===== src/rtl/regstrb2mem_multi.sv =====
// regstrb2mem_multi
// Collects 32-bit register lanes written by independent one-cycle strobes and
// commits them as a single wide instruction word into a code memory.
//
// Ports
//   clk              : single clock, rising edge
//   rst              : synchronous active-high reset
//   lane_value       : register values, lane i at [32i+31:32i]
//   lane_strobe      : one-cycle write strobe per lane
//   control_start    : restart loading (pointer, partial word, error flags)
//   code_mem_wr_addr : write address, holds last-written value between writes
//   code_mem_wr_data : assembled word, holds last-written value between writes
//   code_mem_wr_en   : one-cycle write enable
//   inst_count       : words written since last start/reset, saturating
//   full             : inst_count has reached memory depth
//   dup_err          : sticky, a lane was strobed twice before commit
//   ovf_err          : sticky, a word completed while full and was dropped
module regstrb2mem_multi #(
  parameter int ADDR_WIDTH = 10,
  parameter int LANES      = 2
) (
  input  logic                    clk,
  input  logic                    rst,
  input  logic [32*LANES-1:0]     lane_value,
  input  logic [LANES-1:0]        lane_strobe,
  input  logic                    control_start,
  output logic [ADDR_WIDTH-1:0]   code_mem_wr_addr,
  output logic [32*LANES-1:0]     code_mem_wr_data,
  output logic                    code_mem_wr_en,
  output logic [ADDR_WIDTH:0]     inst_count,
  output logic                    full,
  output logic                    dup_err,
  output logic                    ovf_err
);

  localparam int DW = 32 * LANES;
  localparam logic [ADDR_WIDTH:0] DEPTH = {1'b1, {ADDR_WIDTH{1'b0}}};

  logic [DW-1:0]         hold_q, hold_d;
  logic [LANES-1:0]      valid_q, valid_d;
  logic [ADDR_WIDTH:0]   cnt_q, cnt_d;
  logic [ADDR_WIDTH-1:0] addr_q, addr_d;
  logic [DW-1:0]         data_q, data_d;
  logic                  wr_en_q, wr_en_d;
  logic                  dup_q, dup_d;
  logic                  ovf_q, ovf_d;
  logic                  complete;

  assign full     = (cnt_q == DEPTH);
  // A lane counts toward completion if it is already held or arrives now.
  assign complete = &(valid_q | lane_strobe);

  always_comb begin
    hold_d  = hold_q;
    valid_d = valid_q;
    cnt_d   = cnt_q;
    addr_d  = addr_q;
    data_d  = data_q;
    wr_en_d = 1'b0;
    dup_d   = dup_q;
    ovf_d   = ovf_q;
    if (control_start) begin
      valid_d = '0;
      cnt_d   = '0;
      dup_d   = 1'b0;
      ovf_d   = 1'b0;
    end else begin
      for (int i = 0; i < LANES; i++) begin
        if (lane_strobe[i]) begin
          hold_d[32*i +: 32] = lane_value[32*i +: 32];
          valid_d[i]         = 1'b1;
          if (valid_q[i]) dup_d = 1'b1;
        end
      end
      if (complete) begin
        // hold_d already carries this cycle's strobed values, so the
        // final lane needs no extra cycle to be captured.
        valid_d = '0;
        if (full) begin
          ovf_d = 1'b1;
        end else begin
          wr_en_d = 1'b1;
          addr_d  = cnt_q[ADDR_WIDTH-1:0];
          data_d  = hold_d;
          cnt_d   = cnt_q + 1'b1;
        end
      end
    end
  end

  always_ff @(posedge clk) begin
    if (rst) begin
      hold_q  <= '0;
      valid_q <= '0;
      cnt_q   <= '0;
      addr_q  <= '0;
      data_q  <= '0;
      wr_en_q <= 1'b0;
      dup_q   <= 1'b0;
      ovf_q   <= 1'b0;
    end else begin
      hold_q  <= hold_d;
      valid_q <= valid_d;
      cnt_q   <= cnt_d;
      addr_q  <= addr_d;
      data_q  <= data_d;
      wr_en_q <= wr_en_d;
      dup_q   <= dup_d;
      ovf_q   <= ovf_d;
    end
  end

  assign code_mem_wr_addr = addr_q;
  assign code_mem_wr_data = data_q;
  assign code_mem_wr_en   = wr_en_q;
  assign inst_count       = cnt_q;
  assign dup_err          = dup_q;
  assign ovf_err          = ovf_q;

endmodule


===== config.mk =====
export PLATFORM = sky130hd
export DESIGN_NAME = regstrb2mem_multi
export DESIGN_NICKNAME = d
export VERILOG_FILES = /design/src/rtl/regstrb2mem_multi.sv
export SDC_FILE = /design/constraint.sdc
export NUM_CORES = 1
export LEC_CHECK = 0
export BUFFER_PORTS_ARGS = -buffer_cell sky130_fd_sc_hd__buf_2
export CAP_MARGIN = 20
export CORE_ASPECT_RATIO = 2
export CORE_MARGIN = 5
export CORE_UTILIZATION = 54
export CTS_CLUSTER_DIAMETER = 100
export DETAILED_ROUTE_END_ITERATION = 12
export PLACE_DENSITY = 0.79
export SYNTH_ARGS = -nofsm -noshare
export SYNTH_HDL_FRONTEND = slang
export SYNTH_SLANG_ARGS = --single-unit

===== constraint.sdc =====
create_clock -name clk -period 2.4 [get_ports clk]
set_clock_uncertainty 0.2 [all_clocks]
set_input_delay 0.48 -clock clk [delete_from_list [all_inputs] [get_ports clk]]
set_output_delay 0.48 -clock clk [all_outputs]
set_load 0.01 [all_outputs]

* Word level (Yosys, flattened, before mapping) *
Cells that the tools add are included.

word-level totals
  register bits after elaboration = 154
  bits in latches = 0
  RAM bits = 0
  ROM bits = 0
  input bits = 69
  output and inout bits = 89
  logic and storage cells = 29
  memories = 0

cells by class
  $add $sub $neg = 1
  multipliers = 0
  div/mod/pow operators = 0
  magnitude comparators = 0
  equal/unequal tests = 1
  shifts and indexed selects = 0
  mux-type cells = 7
  bitwise gates (word level) = 4
  reduce and logical (&&, ||, !) cells = 7

operators with widths
  cell                     number
  $mux W32                 2
  $add A11 B1 Y11 const B  1
  $eq A11 B11 Y1 const B   1
  $reduce_and A3 Y1        2
  $reduce_or A3 Y1         2
  $mux W1                  5
  $reduce_and A4 Y1        1
  $not A1 Y1               3
  $or A2 B2 Y2             1
  $reduce_and A2 Y1        1
  $reduce_or A2 Y1         1

* Depth between registers and ports, before layout *
  depth after elaboration = 4
  gate-level depth with buffers = 8
  gate-level depth less buffers = 6

* Worst setup path after synthesis *
OpenSTA, ideal clock, no wires.

  kind = register to register
  start point = register cnt_q[0], in the netlist inst_count[0]
  end point = register data_q[47], in the netlist code_mem_wr_data[47]
  setup time = 141 ps
  arrival time = 1745 ps
  required time = 2059 ps
  setup slack = 314 ps
  stages on the path, launching flop included = 9
  buffers on the path = 2
  period minus slack after synthesis = 2086 ps
  cell sequence = dfxtp_1 inv_1 ha_1 nor4b_2 a311o_2 buf_4 buf_2 nand3b_1 o31ai_2

on the way
  longest elaborated chain between the ends = 3

ends and longest elaborated chain
  element                             RTL line  RTL
  start, declared                     41        logic [ADDR_WIDTH:0] cnt_q, cnt_d;
  start signal, assigned              104       cnt_q <= cnt_d;
  $eq A11 B11 Y1                      49        assign full = (cnt_q == DEPTH);
  $not A1 Y1 (no source line)         --
  $reduce_and A4 Y1 (no source line)  --
  end signal, assigned                106       data_q <= data_d;
  end, declared                       43        logic [DW-1:0] data_q, data_d;

No other way between the ends.
A chain may end at the register's enable or synchronous reset.

* Worst setup path after layout *
  start point = register cnt_q[1], in the netlist inst_count[1]
  end point = output port full

on the way
  longest elaborated chain between the ends = 1

ends and longest elaborated chain
  element         RTL line  RTL
  $eq A11 B11 Y1  49
  end, declared   31        output logic full,

No other way between the ends.

==> impl_metrics.yaml <==
final_layout:
  layout-drive-gt1-share_pct: 32.1
  nNetsFinal: 891
  design_area_mm2: 0.00808
  instances_no_fill: 981
  area_delta_synth_final_pct: 22.1
timing:
  final-max-slew-violation-count: 0
  report.final.hold_viol_count: 0
  fmax_mhz: 427
  fin_crit_sh_pct: 97.6
  fin_crit_ns: 2.34
  relSlewSlack_pct: 62.3
  setup_viol: 0
  worst_pin_slew_ns: 0.566
  finalSetupTns_ns: 0
yosys:
  avgSynthCellArea_um2: 9.58
  synth-adder-area-share_pct: 0.378
  ys_types: 37
  synthFlopType: "dfxtp_1"
  synth-compound-area-share_pct: 17.4
  synth.area.top_cells: "dfxtp_1 47%, mux2i_1 11%, o31ai_2 10%, nand2_1 7.8%, nand3b_1 7.3%"
  postSynthNetCount: 762
  synth-simple-area-share_pct: 18.9
  yosysWarnings: 0
  yosysMostFrequentCell: "dfxtp_1"
  ys_ff_latch: 154
  synthArstFlopShare_pct: 0
  netlist.area_leader.share_pct: 46.6
  synth_mux_area_share_pct: 11.3
  synth_top_area_cell: "dfxtp_1"
  syn-cell-area_mm2: 0.00662
  synth_xor_area_share_pct: 0.794
  synth_top_family_by_area: "simple AND/OR/NAND/NOR gates"
  netlist_instances: 691
  yosysSeqAreaShare_pct: 46.6
  synth_edf_count: 0
  synth_common_cells: "154 x dfxtp_1, 137 x nand2_1, 75 x mux2i_1"
worst_setup_path:
  critPathKind: "reg2out"
  worstPathRequired_ns: 1.72
  r2r_slack_ns: 0.19
  crit_family: "simple AND/OR/NAND/NOR gates"
  startpoint: "inst_count[1]"
  critPathArrivalTime_ns: 1.66
  setup.worst_path.start_class: "flop"
  worstReg2RegStart: "inst_count[1]"
  path_cells: "inv_1, ha_1, nor4b_4, and3_4, buf_2"
  r2r_cells: 7
  max_stage_delay_ns: 0.38
  cp.depth: 5
  cpMaxStageDelayCell: "dfxtp_1"
  crit_path_max_fanout: 6
  crit_buf_inv: 2
  crit_path_end_kind: "output pin"
drt:
  routed_wirelength_um: 16500
  vias: 5542
  drt-vias-per-instance: 5.65
  drc: 0
  drtPass1Iterations: 5
  wl_per_cell_um: 16.8
  initialDrtViolationCount: 273
  antenna_left: 0
global_routing:
  grt_pass1_wl_um: 26000
  track_usage_pct: 22.0
  antenna_found_initial: 1
  grt_overflow_total: 0
  grt_max_degree: 128
  grt_pass1_vias: 5641
floorplan:
  num_rows: 57
  initial_utilization_pct: 54.6
  die_x_um: 88.3
  dieArea_mm2: 0.0147
  dieHeight_um: 167
  io_pins: 158
  core-area_mm2: 0.0121
clock_network:
  cts_buffer_depth: 2
  clk_pin_slew_ns: 0.06
  clock-root-buffer: "clkbuf_16"
  tritoncts.num_buffers: 17
  cts_sinks: 154
  clock_latency_ns: 0.41
  cts_tree: "done"
  cts_hold_buf: 0
  cts-htree-levels: 4
power:
  vdd_drop_max_v: 0.000569
  p_per_area_mw_per_mm2: 735
  p_leak_uw: 0.00352
placement:
  routabilityCongestion: 0.843
  io_buffers: 157
  placed_cells: 947
  dpl_cell_area_mm2: 0.00745
  hpwl_um: 11200
worst_hold_path:
  whs_path_depth: 3
  hold_path.class: "in2reg"
  min-delay-start: "lane_value[4]"
status:
  outcome: "complete, no violations"
job:
  max_cap_viol_count: 0
==> per-stage QoR <==
stage | hold slack [ns] | power, uW | util, % | setup slack [ns]
final | 0.109 | 5940 | 66.7 | 0.0574
after global routing | 0.101 | 6170 | 66.7 | -0.0148
after CTS | 0.0976 | 5990 | 66.5 | 0.0422
after detailed placement | 0.247 | 3300 | 61.4 | 0.252
after global placement | 0.241 | 3270 | 61.4 | 0.348
after floorplan | 0.236 | 3110 | - | 0.314
==> layer usage <==
layer	share of wire [%]	up-vias	track usage (%)	wire length, um
met5	0	-	0	0
met1	38	2638	23.7	6220
li1	-	2683	-	-
met4	3.5	0	11.6	570
met2	54	182	38.4	8810
met3	5.2	39	4.94	858
==> placed cells by master (no fill, tap or decap), types with 3 or more instances in the layout <==
cell type / n
clkbuf_16: 17
nand3_1: 3
buf_12: 3
nand3b_1: 64
buf_2: 156
a21oi_1: 66
buf_4: 12
inv_1: 3
o31ai_2: 54
nor2_1: 25
nand4_1: 3
nor3_1: 4
mux2i_1: 75
clkinv_4: 4
o31ai_1: 11
clkinvlp_4: 3
nand2_1: 137
xor2_1: 4
dfxtp_1: 153
==> cells by family after synthesis <==
group / count (synthesis)
and+or+nand+nor: 250
muxes: 75
xor gates and xnor gates: 6
AOI/OAI and AO/OA: 139
DFF: 154
buffers and inverters: 65
adders and majority gates: 2
==> final cells by class <==
type | count | area (um^2)
fillers | 985 | 4040
multi-input cells | 472 | 3260
flip-flops and latches | 154 | 3080
repair buffers | 172 | 942
clock buffers | 18 | 439
well taps | 147 | 184
clock inverters | 14 | 163
inverters | 3 | 11.3
diodes | 1 | 2.50
==> where the power goes <==
part           leakage (uW)  total (uW)  internal, uW  switching (uW)
clock              0.000287        2700          1580            1110
sequential          0.00125        2690          2640            47.7
combinational       0.00198         554           222             332
==> repair_timing <==
action,in CTS,in global routing
endpoints found under the setup margin,1,1
cloned,0,0
resized for setup,2,2
pin swaps,0,0
setup buffers,0,1
==> path summary, 6_finish.rpt <==
check                         endpoint
hold reg to reg              hold_q[0]
setup reg to reg  code_mem_wr_data[21]
hold / removal               hold_q[4]
setup / recovery                  full
==> sequential cells by signal, summed over array words and instances (netlist names) <==
| signal | cells |
|---|---|
| code_mem_wr_addr | 10 |
| code_mem_wr_data | 64 |
| code_mem_wr_en | 1 |
| dup_err | 1 |
| hold_q | 64 |
| inst_count | 11 |
| ovf_err | 1 |
| valid_q | 2 |
==> tightest hold or removal path, stage by stage <==
cell and delay, ns:
buf_2 0.10, nand2_1 0.05, a21oi_1 0.05
No activity file was read; power rests on OpenSTA's default activity.
